<file path="src/rtl/opb_reg_sequencer.sv">
// opb_reg_sequencer: round-robin sequencer that turns up to C_NUM_REQ simple
// register requests into single OPB master transfers.
// Ports:
//   OPB_Clk, OPB_Rst_n        clock, async active-low reset
//   req/req_rnw/req_addr/req_wdata/req_be   per-requester request and payload
//   done/err/rdata            completion pulse, error flag, read data
//   M_select/M_RNW/M_seqAddr/M_ABus/M_DBus/M_BE   OPB master outputs
//   Sl_DBus/Sl_xferAck/Sl_errAck/Sl_retry/Sl_toutSup   OR-ed slave responses
module opb_reg_sequencer #(
    parameter int unsigned C_NUM_REQ   = 4,
    parameter int unsigned C_TIMEOUT   = 16,
    parameter int unsigned C_MAX_RETRY = 8
) (
    input  logic                    OPB_Clk,
    input  logic                    OPB_Rst_n,
    input  logic [C_NUM_REQ-1:0]    req,
    input  logic [C_NUM_REQ-1:0]    req_rnw,
    input  logic [32*C_NUM_REQ-1:0] req_addr,
    input  logic [32*C_NUM_REQ-1:0] req_wdata,
    input  logic [4*C_NUM_REQ-1:0]  req_be,
    output logic [C_NUM_REQ-1:0]    done,
    output logic                    err,
    output logic [31:0]             rdata,
    output logic                    M_select,
    output logic                    M_RNW,
    output logic                    M_seqAddr,
    output logic [0:31]             M_ABus,
    output logic [0:31]             M_DBus,
    output logic [0:3]              M_BE,
    input  logic [0:31]             Sl_DBus,
    input  logic                    Sl_xferAck,
    input  logic                    Sl_errAck,
    input  logic                    Sl_retry,
    input  logic                    Sl_toutSup
);

    localparam int unsigned GW = (C_NUM_REQ > 1) ? $clog2(C_NUM_REQ) : 1;
    localparam int unsigned WW = $clog2(C_TIMEOUT + 1);
    localparam int unsigned RW = $clog2(C_MAX_RETRY + 1);

    typedef enum logic [1:0] {IDLE, XFER, BACKOFF, DONE} state_t;

    state_t                state_q, state_d;
    logic [GW-1:0]         rr_q, rr_d;
    logic [GW-1:0]         grant_q, grant_d;
    logic                  rnw_q, rnw_d;
    logic [31:0]           addr_q, addr_d;
    logic [31:0]           wdata_q, wdata_d;
    logic [3:0]            be_q, be_d;
    logic [WW-1:0]         wait_q, wait_d;
    logic [RW-1:0]         retry_q, retry_d;
    logic                  sel_q, sel_d;
    logic [31:0]           abus_q, abus_d;
    logic [31:0]           dbus_q, dbus_d;
    logic [3:0]            mbe_q, mbe_d;
    logic                  mrnw_q, mrnw_d;
    logic [C_NUM_REQ-1:0]  done_q, done_d;
    logic                  err_q, err_d;
    logic [31:0]           rdata_q, rdata_d;

    logic [GW-1:0]         pick_c;
    logic                  pick_rnw_c;
    logic [31:0]           pick_addr_c;
    logic [31:0]           pick_wdata_c;
    logic [3:0]            pick_be_c;
    logic [C_NUM_REQ-1:0]  grant_oh_c;

    // Round-robin pick: lowest pending index at/after rr_q wins, else lowest below it.
    always_comb begin
        pick_c       = '0;
        pick_rnw_c   = 1'b0;
        pick_addr_c  = '0;
        pick_wdata_c = '0;
        pick_be_c    = '0;
        for (int j = int'(C_NUM_REQ) - 1; j >= 0; j--) begin
            if (req[j] && (GW'(j) < rr_q)) pick_c = GW'(j);
        end
        for (int j = int'(C_NUM_REQ) - 1; j >= 0; j--) begin
            if (req[j] && (GW'(j) >= rr_q)) pick_c = GW'(j);
        end
        for (int j = 0; j < int'(C_NUM_REQ); j++) begin
            if (GW'(j) == pick_c) begin
                pick_rnw_c   = req_rnw[j];
                pick_addr_c  = req_addr[32*j +: 32];
                pick_wdata_c = req_wdata[32*j +: 32];
                pick_be_c    = req_be[4*j +: 4];
            end
        end
    end

    // One-hot of the current grant, used for the done pulse.
    always_comb begin
        grant_oh_c = '0;
        for (int j = 0; j < int'(C_NUM_REQ); j++) begin
            grant_oh_c[j] = (GW'(j) == grant_q);
        end
    end

    // Next-state and output logic; priority in XFER is ack > retry > timeout.
    always_comb begin
        state_d = state_q;
        rr_d    = rr_q;
        grant_d = grant_q;
        rnw_d   = rnw_q;
        addr_d  = addr_q;
        wdata_d = wdata_q;
        be_d    = be_q;
        wait_d  = wait_q;
        retry_d = retry_q;
        sel_d   = sel_q;
        done_d  = '0;
        err_d   = err_q;
        rdata_d = rdata_q;

        case (state_q)
            IDLE: begin
                if (|req) begin
                    grant_d = pick_c;
                    rnw_d   = pick_rnw_c;
                    addr_d  = pick_addr_c;
                    wdata_d = pick_wdata_c;
                    be_d    = pick_be_c;
                    retry_d = '0;
                    wait_d  = '0;
                    sel_d   = 1'b1;
                    state_d = XFER;
                end
            end
            XFER: begin
                if (Sl_xferAck) begin
                    sel_d   = 1'b0;
                    err_d   = Sl_errAck;
                    rdata_d = rnw_q ? 32'(Sl_DBus) : 32'd0;
                    done_d  = grant_oh_c;
                    state_d = DONE;
                end else if (Sl_retry) begin
                    sel_d   = 1'b0;
                    retry_d = retry_q + RW'(1);
                    if (retry_d == RW'(C_MAX_RETRY)) begin
                        err_d   = 1'b1;
                        rdata_d = '0;
                        done_d  = grant_oh_c;
                        state_d = DONE;
                    end else begin
                        state_d = BACKOFF;
                    end
                end else if (!Sl_toutSup && !Sl_errAck) begin
                    wait_d = wait_q + WW'(1);
                    if (wait_d == WW'(C_TIMEOUT)) begin
                        sel_d   = 1'b0;
                        err_d   = 1'b1;
                        rdata_d = '0;
                        done_d  = grant_oh_c;
                        state_d = DONE;
                    end
                end
            end
            BACKOFF: begin
                sel_d   = 1'b1;
                wait_d  = '0;
                state_d = XFER;
            end
            DONE: begin
                rr_d    = (grant_q == GW'(C_NUM_REQ - 1)) ? '0 : grant_q + GW'(1);
                state_d = IDLE;
            end
            default: state_d = IDLE;
        endcase
    end

    // Bus outputs are forced to zero whenever select is low to keep the OR-bus clean.
    assign abus_d = sel_d ? addr_d : '0;
    assign dbus_d = (sel_d && !rnw_d) ? wdata_d : '0;
    assign mbe_d  = sel_d ? be_d : '0;
    assign mrnw_d = sel_d & rnw_d;

    always_ff @(posedge OPB_Clk or negedge OPB_Rst_n) begin
        if (!OPB_Rst_n) begin
            state_q <= IDLE;
            rr_q    <= '0;
            grant_q <= '0;
            rnw_q   <= 1'b0;
            addr_q  <= '0;
            wdata_q <= '0;
            be_q    <= '0;
            wait_q  <= '0;
            retry_q <= '0;
            sel_q   <= 1'b0;
            abus_q  <= '0;
            dbus_q  <= '0;
            mbe_q   <= '0;
            mrnw_q  <= 1'b0;
            done_q  <= '0;
            err_q   <= 1'b0;
            rdata_q <= '0;
        end else begin
            state_q <= state_d;
            rr_q    <= rr_d;
            grant_q <= grant_d;
            rnw_q   <= rnw_d;
            addr_q  <= addr_d;
            wdata_q <= wdata_d;
            be_q    <= be_d;
            wait_q  <= wait_d;
            retry_q <= retry_d;
            sel_q   <= sel_d;
            abus_q  <= abus_d;
            dbus_q  <= dbus_d;
            mbe_q   <= mbe_d;
            mrnw_q  <= mrnw_d;
            done_q  <= done_d;
            err_q   <= err_d;
            rdata_q <= rdata_d;
        end
    end

    assign done      = done_q;
    assign err       = err_q;
    assign rdata     = rdata_q;
    assign M_select  = sel_q;
    assign M_RNW     = mrnw_q;
    assign M_seqAddr = 1'b0;
    assign M_ABus    = abus_q;
    assign M_DBus    = dbus_q;
    assign M_BE      = mbe_q;

endmodule
</file>
<file path="config.mk">
export PLATFORM = sky130hd
export DESIGN_NAME = opb_reg_sequencer
export DESIGN_NICKNAME = d
export VERILOG_FILES = /design/src/rtl/opb_reg_sequencer.sv
export SDC_FILE = /design/constraint.sdc
export NUM_CORES = 1
export LEC_CHECK = 0
export CORE_AREA = 2 2 167 169
export CTS_BUF_LIST = sky130_fd_sc_hd__clkbuf_2
export DETAILED_ROUTE_END_ITERATION = 8
export DIE_AREA = 0 0 169 171
export PLACE_DENSITY = 0.79
export SLEW_MARGIN = 25
export SYNTH_ARGS = -nofsm -noshare
export SYNTH_HDL_FRONTEND = slang
export SYNTH_SLANG_ARGS = --single-unit
</file>
<file path="constraint.sdc">
create_clock -name OPB_Clk -period 4.4 [get_ports OPB_Clk]
set_input_delay 1.32 -clock OPB_Clk [delete_from_list [all_inputs] [get_ports OPB_Clk]]
set_output_delay 1.32 -clock OPB_Clk [all_outputs]
set_load 0.01 [all_outputs]
</file>
==> reports/metrics.cfg <==
[status]
outcome=complete, no violations

[route]
drc=0
first_pass_iters=9
wl_per_cell_um=18.9
met1Wirelength_um=12000
totalWireLength_um=30900
met3WireLength_um=2370
routed-via-count=8751
top_layer=met4
dr_wl_met2_um=15800
drtIter0Drc=640
routed_via_density=5.35
ant_nets=0

[clock_tree]
cts-resized-gates=0
path_clk_slew_ns=0.27
hold_buffers=0
clock_sinks=191
cts_tree=yes
root_buffer=clkbuf_2
post_cts_buffers=0
clock_latency_ns=0.76
htree_levels=4
cts_buffer_depth=2
cts_inserted_buffers=17

[cells_and_area]
nNetsFinal=1603
layout-drive-gt1-share_pct=7.21
final_cell_mix=423 x clkdlybuf4s50_1, 190 x dfrtp_1, 109 x nand2_1, 74 x o21ai_0
final_area_um2=14000
syn_to_final_growth_pct=53.5
final_common_cell=clkdlybuf4s50_1
final.fill_count=2493

[synthesis]
syn-mean-instance-area_um2=10.2
syn_inst=895
syn_area_um2=9110
synthesis.nets=1221
yosysSeqAreaShare_pct=52.5
ys_types=57
synth_top_area_share_pct=52.5
synthTopCellsByArea=dfrtp_1 52%, nand2_1 4.5%, a311oi_1 4.5%
synth-seq-cells=191
synth_warnings=0
synth_top_cell_by_area=dfrtp_1
synth_edf_count=0
synth_async_sr_flop_share_pct=100
dominantRegCellSynth=dfrtp_1

[pwr]
power.density_nw_per_um2=572
leakage_nw=5.90
total_power_w=0.00800
vdd_drop_max_mv=0.224

[critical_path]
r2r_setup_slack_ns=1.31
path_cells=clkdlybuf4s50_1, or4_1, o21bai_2, and2_1, clkinv_1, and2_1
critPathArrivalTime_ns=4.32
crit_cells=6
crit_family=simple AND/OR/NAND/NOR gates
critical_path.slowest_cell=clkinv_1
cp_common_cell=and2_1
cp_data_required_time_ns=5.02
start_kind=primary input
path_buf_inv=2
crit_path_end_kind=register
crit_fanout=38
slowest_delay_ns=0.72
cp-startpoint=req[3]
critPathKind=in -> reg
regToRegEndpoint=M_ABus[24]$_DFF_PN0_
cp-endpoint=M_ABus[24]$_DFF_PN0_
r2r-start=wait_q[0]$_DFFE_PN0P_
rr_worst_depth=7

[timing]
slew_violations=0
worstMarginPinSlew_ns=0.924
setup_viol=0
fin_crit_sh_pct=84.0
hold_violations=0
rsz0062_at_grt=false
timing.fmax_mhz=271
period_needed_ns=3.70
skew_ns=0.0610
whs_ns=0.508
tns_ns=0
slew_headroom_pct=38.4

[floorplanning]
fp-row-count=61
ioPinCount=426
die-width_um=169
dieArea_um2=28900
die_height_um=171
start_util_pct=33.3
coreArea_um2=27300

[placement]
dp_hpwl_um=23000
place_area_um2=13800
place_congestion=0.879
io_buffers=424

[global_route]
track_usage_pct=20.7
grt_pass1_wl_um=46500
grt_max_degree=111
grt_pass1_vias=8542
antenna_found_initial=3
grt.overflow.total=0

[hold_path]
min_path_type=reg -> reg

[job]
drv_cap=0

-- synthesized netlist by cell type, drive strengths merged (2+ instances only) --
master	count
a21boi	2
and2	38
o221ai	2
mux2	21
o221a	2
a222oi	18
o21bai	2
nand2b	5
a221oi	3
nand3	46
a21o	47
o21ai	75
nand2	110
o32ai	47
o21a	2
clkbuf	63
nor3	3
xor2	2
or2	3
o31ai	4
ha	8
nor2b	33
nor4	4
a311oi	47
a21oi	25
nor2	38
dfrtp	191
inv	11
and3	4
buf	21
-- power breakdown --
group | internal (W) | leakage, nW | total (W) | switching [W]
Combinational | 0.00207 | 3.35 | 0.00429 | 0.00222
Sequential | 0.00252 | 2.41 | 0.00288 | 0.000361
Clock | 0.000172 | 0.132 | 0.000832 | 0.000660
-- routing by layer --
metal	vias up	GRT usage (%)
li1	4043	-
met4	0	7.69
met5	-	0
met1	4250	25.1
met3	56	5.51
met2	402	35.3
-- sequential cells by signal (all words and copies together) (netlist names) --
signal,cells
M_ABus,32
M_BE,4
M_DBus,32
M_RNW,1
M_select,1
addr_q,32
be_q,4
done,4
err,1
grant_q,2
rdata,32
retry_q,4
rnw_q,1
rr_q,2
state_q,2
wait_q,5
wdata_q,32
-- logic make-up after synthesis --
kind of cell / after synthesis / share of synthesized area (%)
muxes: 21 / 3.22
other: 1 / 0.0412
xor gates and xnor gates: 3 / 0.289
buffers and inverters: 95 / 4.53
AOI/OAI and AO/OA: 284 / 22.8
and+or+nand+nor: 292 / 15.5
adders and majority gates: 8 / 1.10
DFF: 191 / 52.5
-- area by class of cell --
cell class / instances / area, um^2 / area share (%)
antenna: 2 / 5.00 / 0.0358
tap: 346 / 433 / 3.10
clock inverter: 14 / 129 / 0.922
clock buffer: 17 / 85.1 / 0.609
multi-input combinational: 609 / 4000 / 28.6
sequential: 191 / 4780 / 34.2
timing repair buffer: 447 / 4510 / 32.3
inverter: 11 / 41.3 / 0.295
-- how the worst min path moves through the flow --
stage                              start                   end  slack, ns  cells past startpoint
detailed placement  addr_q[31]$_DFF_PN0_  addr_q[31]$_DFF_PN0_       0.46                      1
global route        addr_q[28]$_DFF_PN0_  addr_q[28]$_DFF_PN0_       0.53                      1
global placement    addr_q[24]$_DFF_PN0_  addr_q[24]$_DFF_PN0_       0.45                      1
CTS                 addr_q[31]$_DFF_PN0_  addr_q[31]$_DFF_PN0_       0.51                      1
floorplan           addr_q[29]$_DFF_PN0_  addr_q[29]$_DFF_PN0_       0.44                      1
finish              addr_q[31]$_DFF_PN0_  addr_q[31]$_DFF_PN0_       0.51                      1
-- through the flow --
stage	util (%)	instances	setup WS [ns]
floorplan	-	895	1.39
global placement	50.3	1604	0.413
detailed placement	50.3	1604	0.302
CTS	51.1	1635	1.17
global route	51.2	1637	0.559
finish	51.2	1637	0.705
No activity file was read; power rests on OpenSTA's default activity.
==> edit 1, RTL diff (same settings) <==
Make the reset (`OPB_Rst_n`) synchronous in one clocked block. Comments in the files are not updated.
--- a/src/rtl/opb_reg_sequencer.sv
+++ b/src/rtl/opb_reg_sequencer.sv
@@ -174,7 +174,7 @@
     assign mbe_d  = sel_d ? be_d : '0;
     assign mrnw_d = sel_d & rnw_d;
 
-    always_ff @(posedge OPB_Clk or negedge OPB_Rst_n) begin
+    always_ff @(posedge OPB_Clk) begin
         if (!OPB_Rst_n) begin
             state_q <= IDLE;
             rr_q    <= '0;
Function: differs if OPB_Rst_n is asserted again (counterexample within 4 cycles, from zero or initial values and one cycle with OPB_Rst_n low); with OPB_Rst_n held inactive, the same outputs for 4 cycles.
==> edit 1 against the unedited design <==
Final area decreased by 5.3%; fmax increased by 12%; routed wire length increased by 2.9%; setup slack improved by 0.39 ns; sequential cell count unchanged; area after synthesis decreased by 7.1%; critical path type unchanged; highest routed layer is now met5.
Power is not compared: it rests on default switching activity, and its combinational part moved more than twofold at a synthesized area within 25%.
==> edit 1: results (changes against the unedited design) <==
[place]
gp_congestion = 0.895  ; +1.8%
preCtsSetupSlack_ns = 0.433  ; +0.130 ns
hpwl_mm = 22.8  ; -0.89%
dp_cells = 1658  ; +3.4%

[drt]
met1_length_mm = 12.6  ; +4.7%
drt_iter0_drc = 698  ; +9.1%
topRoutingLayerUsed = met5
wirelength_mm = 31.8  ; +2.9%
dr_wl_met3_mm = 2.84  ; +20%
firstDrtPassIters = 6  ; -3
wl_met2_mm = 15.7  ; -0.63%

[global_routing]
grt_util_met2 = 0.363  ; +0.00998
grt_use_total = 0.209  ; +0.00296
grt_max_degree = 65  ; -41%
use_met1 = 0.251  ; +0.000294
use_met3 = 0.0597  ; +0.00463

[synth]
synth_fp_nets = 1281  ; +4.9%
ys_async_sr_fraction = 0  ; -1.00
ys_types = 58  ; +1.8%
ys_dominant_reg_cell = dfxtp_1
syn_area_per_cell_um2 = 8.85  ; -13%
synth_commonest_cells = dfxtp_1, nor2_1, nand2_1, nor3_1, a21oi_1

[setup_path]
startpoint = req[0]
cp_slowest_cell = clkdlybuf4s50_1
regToRegSetupSlack_ns = 1.81  ; +0.50 ns
cpPeakStageDelay_ns = 0.69  ; -0.03 ns

[sta]
max_slew.worst_pin.slew_ns = 0.793  ; -0.131 ns
finClkSkew_ns = 0.0529  ; -0.00814 ns
final.period_utilization = 0.752  ; -0.0878

[outcome]
outcome = complete, no violations

[cts]
cts.clk_slew.worst_paths_ns = 0.30  ; +0.03 ns

[hold_path]
min-delay-start = rdata[12]$_SDFFE_PN0P_

[cells_and_area]
layout-drive-gt1-share = 0.0818  ; +0.00970
fillers = 2600  ; +4.3%

-- edit 1: layout make-up --
class	count	area (um^2)	share of cell area
Tap cell	346	433	0.0327
Antenna cell	3	7.51	0.000567
Clock buffer	17	85.1	0.00643
Sequential cell	191	3820	0.289
Multi-Input combinational cell	667	4200	0.317
Clock inverter	15	191	0.0145
Timing Repair Buffer	446	4460	0.337
Inverter	8	32.5	0.00246
-- edit 1: logic make-up after synthesis --
family / after synthesis / synth area share
and+or+nand+nor: 387 / 0.233
AOI/OAI and AO/OA: 266 / 0.240
DFF: 191 / 0.452
buffers and inverters: 98 / 0.0568
adders and majority gates: 7 / 0.0104
xor gates and xnor gates: 4 / 0.00414
muxes: 2 / 0.00266
other: 1 / 0.000443
-- edit 1: report_power, final --
| group | switching [mW] | internal [mW] |
|---|---|---|
| Combinational | 0.553 | 0.612 |
| Clock | 0.710 | 0.249 |
| Sequential | 0.0532 | 1.89 |
| Total | 1.32 | 2.75 |
==> edit 2, RTL diff (same flow settings) <==
Made on the original files. Set the parameter `C_TIMEOUT` to 8 (it was 16).
--- a/src/rtl/opb_reg_sequencer.sv
+++ b/src/rtl/opb_reg_sequencer.sv
@@ -8,7 +8,7 @@
 //   Sl_DBus/Sl_xferAck/Sl_errAck/Sl_retry/Sl_toutSup   OR-ed slave responses
 module opb_reg_sequencer #(
     parameter int unsigned C_NUM_REQ   = 4,
-    parameter int unsigned C_TIMEOUT   = 16,
+    parameter int unsigned C_TIMEOUT   = 8,
     parameter int unsigned C_MAX_RETRY = 8
 ) (
     input  logic                    OPB_Clk,
Formal check against the unedited RTL: same outputs for any inputs over 4 cycles, from zero or initial values and one cycle with OPB_Rst_n low; that may be too few to reach the edited logic, so the function may still have changed.
==> edit 2 against the unedited design <==
Area after synthesis up 2.4%; highest routed layer unchanged; worst hold slack better by 0.019 ns; final area grew 1.2%; cell count increased by 1.8%; sequential cell count fell by 1; setup slack gained 0.53 ns; power fell by 0.54%; largest power group unchanged; routed wire length grew 3.0%; count of clock-buffer cells in the layout unchanged.
==> edit 2: results (changes against the unedited design) <==
[synth]
synth_compound_area_frac = 0.252  ; +0.0239
syn_area_per_cell_um2 = 10.1  ; -0.36%
synth_xor_area_frac = 0.000939  ; -0.00195
synthAdderAreaFrac = 0.0107  ; -0.000260
synth_fp_nets = 1246  ; +2.0%
ys_types = 59  ; +3.5%
synth.area.top_cells = dfrtp_1, nand2_1, o2bb2ai_1, o21ai_0, mux2_2

[sta]
slew_headroom = 0.372  ; -0.0124
finClkSkew_ns = 0.0636  ; +0.00263 ns

[place]
dp_cells = 1633  ; +1.8%
hpwl_mm = 23.7  ; +3.0%
postPlaceCellArea_um2 = 13900  ; +1.1%

[cells_and_area]
final_cells = 1666  ; +1.8%
layout-drive-gt1-share = 0.0963  ; +0.0241
fillers = 2448  ; -1.8%

[global_routing]
grt_util_met2 = 0.362  ; +0.00837
grt_max_degree = 145  ; +31%
use_met3 = 0.0590  ; +0.00393
grt_pass1_wl_mm = 47.6  ; +2.3%
grt_pass1_vias = 8876  ; +3.9%
grt_use_total = 0.213  ; +0.00676
grt_antenna_before_repair = 1  ; -2

[setup_path]
r2r_cells = 6  ; -1
cpPeakStageDelay_ns = 0.66  ; -0.06 ns
critical_path.max_fanout = 36  ; -5.3%
crit_family = buffers and inverters
r2r_end = M_ABus[30]$_DFF_PN0_

[hold_path]
hold_end = wdata_q[6]$_DFF_PN0_
min_delay_path_depth = 2  ; +1
min-delay-start = wdata_q[6]$_DFF_PN0_

[drt]
viasPerCell = 5.35  ; about the same

[cts]
clkLatencyLatePin_ns = 0.80  ; +0.04 ns

[power]
peakVddDrop_v = 0.000251  ; +12%

[outcome]
outcome = complete, no violations

==> edit 2: changes by cell type after synthesis, sizes merged, moves of 26 or more <==
cell,delta
nand2,+29
a21o,-46
nor2,+27
a31oi,+55
and3,+28
o2bb2ai,+53
o32ai,-47
nand3,-38
and2,-26
==> edit 2: layout make-up <==
cell class	count	area (um^2)	share of cell area
Timing Repair Buffer	446	4480	0.316
Inverter	13	50.0	0.00354
Antenna cell	1	2.50	0.000177
Tap cell	346	433	0.0306
Clock buffer	17	85.1	0.00602
Clock inverter	15	151	0.0107
Multi-Input combinational cell	638	4190	0.296
Sequential cell	190	4750	0.336
==> edit 2: worst max path at each step <==
stage,endpoint,slack [ns],startpoint,depth (start not counted)
after floorplan,M_DBus[10]$_DFF_PN0_,1.44,req[2],8
after global placement,M_ABus[30]$_DFF_PN0_,0.43,req[1],7
after detailed placement,addr_q[30]$_DFF_PN0_,0.40,req[1],8
after CTS,M_ABus[1],1.17,M_ABus[1]$_DFF_PN0_,1
after global routing,M_ABus[30],1.09,M_ABus[30]$_DFF_PN0_,1
final,M_ABus[30]$_DFF_PN0_,1.24,req[2],8
==> edit 2: layer usage <==
metal / up-vias / wire length, um
li1: 4154 / -
met1: 4295 / 12500
met2: 380 / 15600
met3: 76 / 2320
met4: 0 / 1410
met5: - / 0
==> edit 2: stage by stage <==
stage               hold WS, ns  setup WS [ns]  utilization
floorplan                 0.445           1.44            -
global placement          0.465          0.425        0.509
detailed placement        0.471          0.404        0.509
CTS                       0.495           1.17        0.518
global route              0.467           1.09        0.518
finish                    0.527           1.24        0.518
==> edit 2: power breakdown <==
group          internal, mW  switching (mW)  total [mW]
sequential             2.45           0.309        2.76
clock                 0.183           0.690       0.873
combinational          1.95            2.37        4.32
